==> src/rtl/jt51_cmd_pkg.sv <==
// Shared definitions for the jt51 command player: opcodes, FSM state encoding
// and the busy flag position on the jt51 data output.
package jt51_cmd_pkg;

  localparam logic OP_WRITE = 1'b0;
  localparam logic OP_WAIT  = 1'b1;

  localparam int BUSY_BIT = 7;

  typedef enum logic [2:0] {
    S_IDLE = 3'd0,
    S_POLL = 3'd1,
    S_ADDR = 3'd2,
    S_GAP  = 3'd3,
    S_DATA = 3'd4,
    S_REL  = 3'd5,
    S_WAIT = 3'd6
  } state_t;

endpackage

==> src/rtl/jt51_cmd_player.sv <==
// Bus initiator for the jt51 CPU port: plays register-write and wait-for-samples
// commands, pacing every bus transition on cen and honouring the busy flag.
module jt51_cmd_player
  import jt51_cmd_pkg::*;
#(
  parameter int WR_HOLD = 2,
  parameter int BUSY_TO = 1023
) (
  input  logic       clk,
  input  logic       rst,
  input  logic       cen,
  input  logic       cmd_valid,
  output logic       cmd_ready,
  input  logic       cmd_op,
  input  logic [7:0] cmd_addr,
  input  logic [7:0] cmd_data,
  input  logic       sample,
  output logic       cs_n,
  output logic       wr_n,
  output logic       a0,
  output logic [7:0] dout,
  input  logic [7:0] din,
  output logic       busy_play,
  output logic       timeout_err,
  output logic [2:0] dbg_state
);

  localparam int PW = $clog2(BUSY_TO + 1);
  localparam int HW = $clog2(WR_HOLD + 1);

  // Handshake: a command transfers on a clk edge where cmd_valid && cmd_ready;
  // cmd_ready is registered and only offered while the FSM sits in IDLE.
  state_t        state;
  logic [PW-1:0] poll_cnt;
  logic [HW-1:0] hold_cnt;
  logic [15:0]   wait_cnt;
  logic [7:0]    addr_q;
  logic [7:0]    data_q;
  logic          s_r;
  logic          s_d;
  logic          smp_edge;

  assign smp_edge  = s_r & ~s_d;
  assign busy_play = (state != S_IDLE);
  assign dbg_state = state;

  always_ff @(posedge clk) begin
    if (rst) begin
      state       <= S_IDLE;
      cmd_ready   <= 1'b0;
      cs_n        <= 1'b1;
      wr_n        <= 1'b1;
      a0          <= 1'b0;
      dout        <= 8'h00;
      timeout_err <= 1'b0;
      poll_cnt    <= '0;
      hold_cnt    <= '0;
      wait_cnt    <= 16'd0;
      addr_q      <= 8'h00;
      data_q      <= 8'h00;
      s_r         <= 1'b0;
      s_d         <= 1'b0;
    end else begin
      s_r <= sample;
      s_d <= s_r;
      case (state)
        S_IDLE: begin
          if (cmd_valid && cmd_ready) begin
            cmd_ready <= 1'b0;
            addr_q    <= cmd_addr;
            data_q    <= cmd_data;
            wait_cnt  <= {cmd_addr, cmd_data};
            poll_cnt  <= '0;
            state     <= (cmd_op == OP_WAIT) ? S_WAIT : S_POLL;
          end else begin
            cmd_ready <= 1'b1;
          end
        end
        S_POLL: if (cen) begin
          cs_n <= 1'b0;
          wr_n <= 1'b1;
          a0   <= 1'b1;
          // The first tick only settles the bus; din is trusted from the next one.
          if (poll_cnt == '0) begin
            poll_cnt <= PW'(1);
          end else if (!din[BUSY_BIT] || poll_cnt >= PW'(BUSY_TO)) begin
            if (din[BUSY_BIT]) timeout_err <= 1'b1;
            a0       <= 1'b0;
            dout     <= addr_q;
            wr_n     <= 1'b0;
            hold_cnt <= '0;
            state    <= S_ADDR;
          end else begin
            poll_cnt <= poll_cnt + PW'(1);
          end
        end
        S_ADDR: if (cen) begin
          if (hold_cnt == HW'(WR_HOLD - 1)) begin
            wr_n  <= 1'b1;
            state <= S_GAP;
          end else begin
            hold_cnt <= hold_cnt + HW'(1);
          end
        end
        S_GAP: if (cen) begin
          a0       <= 1'b1;
          dout     <= data_q;
          wr_n     <= 1'b0;
          hold_cnt <= '0;
          state    <= S_DATA;
        end
        S_DATA: if (cen) begin
          if (hold_cnt == HW'(WR_HOLD - 1)) begin
            wr_n  <= 1'b1;
            cs_n  <= 1'b1;
            state <= S_REL;
          end else begin
            hold_cnt <= hold_cnt + HW'(1);
          end
        end
        S_REL: if (cen) begin
          state <= S_IDLE;
        end
        S_WAIT: begin
          if (wait_cnt == 16'd0) begin
            state <= S_IDLE;
          end else if (smp_edge) begin
            wait_cnt <= wait_cnt - 16'd1;
            if (wait_cnt == 16'd1) state <= S_IDLE;
          end
        end
        default: state <= S_IDLE;
      endcase
    end
  end

endmodule

==> config.mk <==
export PLATFORM = sky130hd
export DESIGN_NAME = jt51_cmd_player
export DESIGN_NICKNAME = d
export VERILOG_FILES = /design/src/rtl/jt51_cmd_pkg.sv /design/src/rtl/jt51_cmd_player.sv
export SDC_FILE = /design/constraint.sdc
export NUM_CORES = 1
export LEC_CHECK = 0
export ABC_AREA = 1
export ABC_CLOCK_PERIOD_IN_PS = 2200
export CAP_MARGIN = 20
export CORE_MARGIN = 2
export CORE_UTILIZATION = 35
export DETAILED_ROUTE_END_ITERATION = 6
export PLACE_DENSITY_LB_ADDON = 0.25
export SYNTH_ARGS = -nofsm -noshare
export SYNTH_HDL_FRONTEND = slang
export SYNTH_SLANG_ARGS = --single-unit
==> constraint.sdc <==
create_clock -name clk -period 2.2 [get_ports clk]
set_input_delay 0.44 -clock clk [delete_from_list [all_inputs] [get_ports clk]]
set_output_delay 0.44 -clock clk [all_outputs]
set_load 0.02 [all_outputs]
==> results.toml, run 1 <==
[global_route]
grt_max_degree = 36
grt.total_usage_pct = 16.9
grt_pass1_wl_um = 14900
first_global_vias = 3346
gr-total-overflow = 0
antenna_found_initial = 0

[floorplanning]
core_mm2 = 0.00973
die_y_um = 104
die_area_mm2 = 0.0108
io_pins = 47
fp-row-count = 36
fp.dieW_um = 104
initial_utilization_pct = 35.8

[sta]
fin_setup_tns_ns = 0
fmax_mhz = 495
hold_slack_ns = 0.452
min_period_over_period_pct = 91.7
period_needed_ns = 2.02
setup_viol = 0
finalHoldViolCount = 0
finClkSkew_ns = 0.00719
drv_slew = 0
tightest_slew_ns = 0.634
rsz0062_at_grt = "no"
slew_headroom_pct = 57.7

[flow_run]
drv_cap = 0

[logic_synthesis]
ys_ff_latch = 62
synth_nets = 580
synth_top_family_by_area = "simple AND/OR/NAND/NOR gates"
synth_top_area_cell = "dfxtp_1"
yosys_warnings = 0
ys.flop_type = "dfxtp_1"
synth_compound_area_share_pct = 15.3
synth_area_per_cell_um2 = 6.40
ys_types = 32
yosysMostFrequentCell = "nand2_1"
synth_simple_gate_area_share_pct = 36.4
synthXorXnorAreaFrac_pct = 1.26
syn_inst = 544
synth_edf_count = 0
ys_async_sr_fraction_pct = 0
synthMuxAreaShare_pct = 0
netlist_area_mm2 = 0.00348
synth.yosys.seq_area_share_pct = 35.6
yosysTopAreaCellShare_pct = 35.6
ys_top_cells_by_count = "116 x nand2_1, 105 x nor2_1, 62 x dfxtp_1, 54 x inv_1, 54 x o21ai_0"
yosys-top-cells-area = "dfxtp_1 36%, nand2_1 13%, nor2_1 11%"
synthAdderAreaFrac_pct = 2.16

[worst_setup_path]
end_kind = "primary output"
slowest_stage = "clkdlybuf4s50_1"
worstPathCellList = "buf_4, clkdlybuf4s50_1"
worst-endpoint-arrival_ns = 1.58
path_class = "reg -> out"
crit_path_start_kind = "flip-flop"
cpPeakStageDelay_ns = 0.59
worstPathMaxFanout = 6
worst_ep_required_time_ns = 1.76

[cells_and_area]
fill_cells = 1077
drive_gt1_share_pct = 7.65
layout.nets = 620
syn_to_final_growth_pct = 20.4
seqCellArea_mm2 = 0.00124
antenna_cells = 0
multi_input_area_mm2 = 0.00192

[clock_tree]
htree_num_levels = 3
cts_max_path_buffers = 2
cts_tree = "built"
cts_sinks = 62
hold_buffers = 0
clock_latency_ns = 0.36
cts-buffers-inserted = 9
ctsRootBufferMaster = "clkbuf_8"
clk_pin_slew_ns = 0.07

[detailed_routing]
drc_errors = 0
wl_per_cell_um = 12.1
routed_wl_um = 8710
drt_iter0_markers = 142
antenna_left = 0
routed_via_density = 4.79
num_vias = 3456
first_pass_iters = 4

[power_and_ir_drop]
p_per_area_mw_per_mm2 = 1170
total_power_uw = 4920
vdd_drop_max_mv = 0.511
leakage_uw = 0.00179

[placed_design]
portBuffers = 39
dp.final_hpwl_um = 6390
place.gp.congestion = 0.858

[worst_hold_path]
hold_class = "reg -> reg"

[outcome]
status = "complete, no violations"
## routing by layer
layer	GRT usage, %	vias up	wire (um)	share of wire (%)
li1	-	1831	-	-
met1	20.2	1556	4200	48
met2	29.5	59	4020	46
met3	5.66	10	372	4.3
met4	3.76	0	125	1.4
met5	0	-	0	0
## timing repair
action | 4_1_cts | 5_1_grt
resized for setup | 0 | 2
setup endpoints to repair | 0 | 1
setup buffers | 0 | 0
## kinds of logic (layout without fill, tap and decap cells)
group / count (synthesis) / in the layout
AO/OA/AOI/OAI: 104 / 104
AND/OR/NAND/NOR: 291 / 291
adder cells (fa/ha/maj): 6 / 6
buffers and inverters: 76 / 120
XOR/XNOR: 5 / 5
flip-flops: 62 / 62
## path summary, 6_finish.rpt
check             slack, ns                     end  cells past startpoint                 startpoint
setup / recovery       0.18            dbg_state[2]                      2  dbg_state[2]$_SDFFE_PP0P_
hold / removal         0.45  data_q[2]$_SDFFE_PP0P_                      2     data_q[2]$_SDFFE_PP0P_
setup reg to reg       0.34    dout[4]$_SDFFE_PP0P_                     10   poll_cnt[0]$_SDFFE_PP0P_
hold reg to reg        0.45  data_q[2]$_SDFFE_PP0P_                      2     data_q[2]$_SDFFE_PP0P_
## flip-flops by register name, indices dropped and copies added, names as in the netlist
| signal | cells |
|---|---|
| s_r | 1 |
| hold_cnt | 2 |
| wait_cnt | 16 |
| dout | 8 |
| a0 | 1 |
| poll_cnt | 10 |
| addr_q | 8 |
| cmd_ready | 1 |
| cs_n | 1 |
| timeout_err | 1 |
| dbg_state | 3 |
| s_d | 1 |
| wr_n | 1 |
| data_q | 8 |
## report_power, final
part	switching [uW]	leakage, uW	internal [uW]
registers	213	0.000507	1390
clock network	476	0.0000911	513
logic	1540	0.00119	793
total	2230	0.00179	2690
## cell usage in the layout, fill, tap and decap left out, drive strengths merged, types with 9 or more instances in the layout
| cell | synthesis | final |
|---|---|---|
| a21oi | 45 | 45 |
| inv | 57 | 57 |
| dfxtp | 62 | 62 |
| o21ai | 55 | 55 |
| nand2 | 121 | 121 |
| buf | 14 | 9 |
| clkbuf | 5 | 9 |
| nand3 | 47 | 47 |
| nor2 | 110 | 110 |
| clkdlybuf4s50 | 0 | 38 |
## through the flow
step	util, %	area [um2]	cells	worst slack (ns)
2_1_floorplan	-	3480	544	0.568
3_3_place_gp	41.1	4000	706	0.140
3_5_place_dp	41.1	4000	706	0.140
4_1_cts	43.0	4190	721	0.0321
5_1_grt	43.1	4190	721	0.135
6_report	43.1	4190	721	0.182
## cell type report
type                            instances  area share (%)
Sequential cell                        62            29.6
Clock buffer                            9            2.95
Timing Repair Buffer                   48            11.0
Tap cell                              133            3.97
Clock inverter                          6            1.52
Inverter                               57            5.16
Multi-Input combinational cell        406            45.8
## critical path, delay by kind of cell, from the launching register on
kind,cells,cell delay [ns]
buffers and inverters,2,0.76
DFF,1,0.46
Power figures use the tool's default switching activity.
==> run 2, diff against run 1 <==
ABC_CLOCK_PERIOD_IN_PS = 2400   (was 2200)
clock period = 2.4 ns   (was 2.2 ns; I/O delays follow)
==> results.toml, run 2 (synthesis results as in run 1) <==
[cells_and_area]
fill_cells = 1071
final_common_cell = "nand2_1"
layout.nets = 618
antenna_cells = 0
regMostFlops = "wait_cnt"
syn_to_final_growth_pct = 19.4
final_cell_mix = "116 x nand2_1, 105 x nor2_1, 62 x dfxtp_1"
top_regs = "wait_cnt x16, poll_cnt x10"
largest_reg_flops = 16
drive_gt1_share_pct = 7.33

[worst_setup_path]
rrSetupSlack_ns = 0.47
crit_path_start_kind = "flip-flop"
end_kind = "primary output"
cpPeakStageDelay_ns = 0.63
cp_top_family = "buffers and inverters"
r2r-end = "dout[1]$_SDFFE_PP0P_"
worstPathMaxFanout = 8
path_class = "reg -> out"
slowest_stage = "clkdlybuf4s50_1"
worst_ep_required_time_ns = 1.92
worstReg2RegStart = "poll_cnt[0]$_SDFFE_PP0P_"
crit_buf_inv = 2
worst-endpoint-arrival_ns = 1.74
worstPathCellList = "inv_2, nand2_4, clkdlybuf4s50_1"
r2r_cells = 10

[sta]
fmax_mhz = 451
tightest_slew_ns = 0.651
rsz0062_at_grt = "no"
min_period_over_period_pct = 92.4
finClkSkew_ns = 0.0100
setup_viol = 0
fin_setup_tns_ns = 0
fin_ws_ns = 0.183
slew_headroom_pct = 56.6
period_needed_ns = 2.22
drv_slew = 0
finalHoldViolCount = 0

[detailed_routing]
routed_via_density = 4.86
routed_wl_um = 8790
drc_errors = 0
first_pass_iters = 4
drt_iter0_markers = 186
antenna_left = 0
wl_per_cell_um = 12.2
num_vias = 3498

[clock_tree]
clk_pin_slew_ns = 0.07
ctsRootBufferMaster = "clkbuf_8"
clock_latency_ns = 0.34
cts-buffers-inserted = 9
hold_buffers = 0
cts_tree = "built"
cts_max_path_buffers = 2
cts_resized = 0
cts_setup_buffers = 0
cts_sinks = 62
htree_num_levels = 3

[outcome]
status = "complete, no violations"

[worst_hold_path]
min_from = "data_q[4]$_SDFFE_PP0P_"
whs_path_depth = 2
hold_class = "reg -> reg"
whs_endpoint = "data_q[4]$_SDFFE_PP0P_"

[placed_design]
place.gp.congestion = 0.884
post-place-ws_ns = 0.305
portBuffers = 39
dp.final_hpwl_um = 6450

[floorplanning]
fp-row-count = 36
die_area_mm2 = 0.0108
fp.dieW_um = 104
initial_utilization_pct = 35.8
core_mm2 = 0.00973
die_y_um = 104
io_pins = 47

[global_route]
gr-total-overflow = 0
grt.total_usage_pct = 17.2
first_global_vias = 3375
grt_pass1_wl_um = 15400
antenna_found_initial = 0
grt_max_degree = 36

[flow_run]
drv_cap = 0

[power_and_ir_drop]
leakage_uw = 0.00176
p_per_area_mw_per_mm2 = 1060
vdd_drop_max_mv = 0.376
[run 2: changes by cell type in the layout (fill, tap and decap cells not counted)]
cell,delta
buf_4,-2
bufinv_16,-1
clkbuf_8,+1
clkdlybuf4s50_1,+1
clkinv_2,+1
clkinv_4,-1
clkinvlp_4,+1
dlymetal6s2s_1,-1
nor2_1,+1
nor2_2,-1
[run 2: layout make-up]
cell class | instances | area [um2] | share of cell area (%)
multi-input combinational | 406 | 1920 | 46.1
timing repair buffer | 46 | 443 | 10.6
sequential | 62 | 1240 | 29.8
tap | 133 | 166 | 4.00
clock buffer | 10 | 138 | 3.31
clock inverter | 6 | 37.5 | 0.902
inverter | 57 | 216 | 5.20
[run 2: metrics by stage]
step                      std cells  total power, uW  area [um2]  hold WS, ns  utilization, %
final                           720             4400        4160        0.450            42.8
after global routing            720             4840        4160        0.475            42.8
after CTS                       720             4440        4160        0.455            42.8
after detailed placement        704             3590        3990        0.443            41.0
after global placement          704             3560        3990        0.437            41.0
after floorplan                 544             3070        3480        0.425               -
[run 2: where the power goes]
group	switching (uW)	internal [uW]
clock	427	396
combinational	1400	708
sequential	198	1270
total	2020	2380
[run 2: how the worst max path moves through the flow]
| stage | start | end | slack, ns | cells past startpoint |
|---|---|---|---|---|
| final | dbg_state[2]$_SDFFE_PP0P_ | busy_play | 0.18 | 3 |
| after global routing | dbg_state[2]$_SDFFE_PP0P_ | busy_play | 0.10 | 3 |
| after CTS | dbg_state[2]$_SDFFE_PP0P_ | busy_play | 0.16 | 3 |
| after detailed placement | cmd_valid | wait_cnt[4]$_SDFFE_PP0P_ | 0.31 | 10 |
| after global placement | cmd_valid | wait_cnt[5]$_SDFFE_PP0P_ | 0.31 | 10 |
| after floorplan | dbg_state[0]$_SDFFE_PP0P_ | poll_cnt[0]$_SDFFE_PP0P_ | 0.77 | 10 |
[run 2: metal layers]
metal | vias to the layer above | global-route usage [%] | part of all wire, %
li1 | 1828 | - | -
met1 | 1601 | 21.5 | 47
met2 | 63 | 29.5 | 48
met3 | 6 | 4.28 | 4.3
met4 | 0 | 4.83 | 0.63
met5 | - | 0 | 0
[run 2: worst reg2reg max path, delay by kind of cell (launching register included)]
family | cells | cell delay [ns]
adders and majority gates | 1 | 0.22
AOI/OAI and AO/OA | 1 | 0.06
DFF | 1 | 0.40
and+or+nand+nor | 8 | 1.10
==> run 3, diff against run 2 <==
GPL_ROUTABILITY_DRIVEN = 0   (was unset)
==> results of run 3 <==
The final DEF is identical to that of run 2; final timing and power are the same.
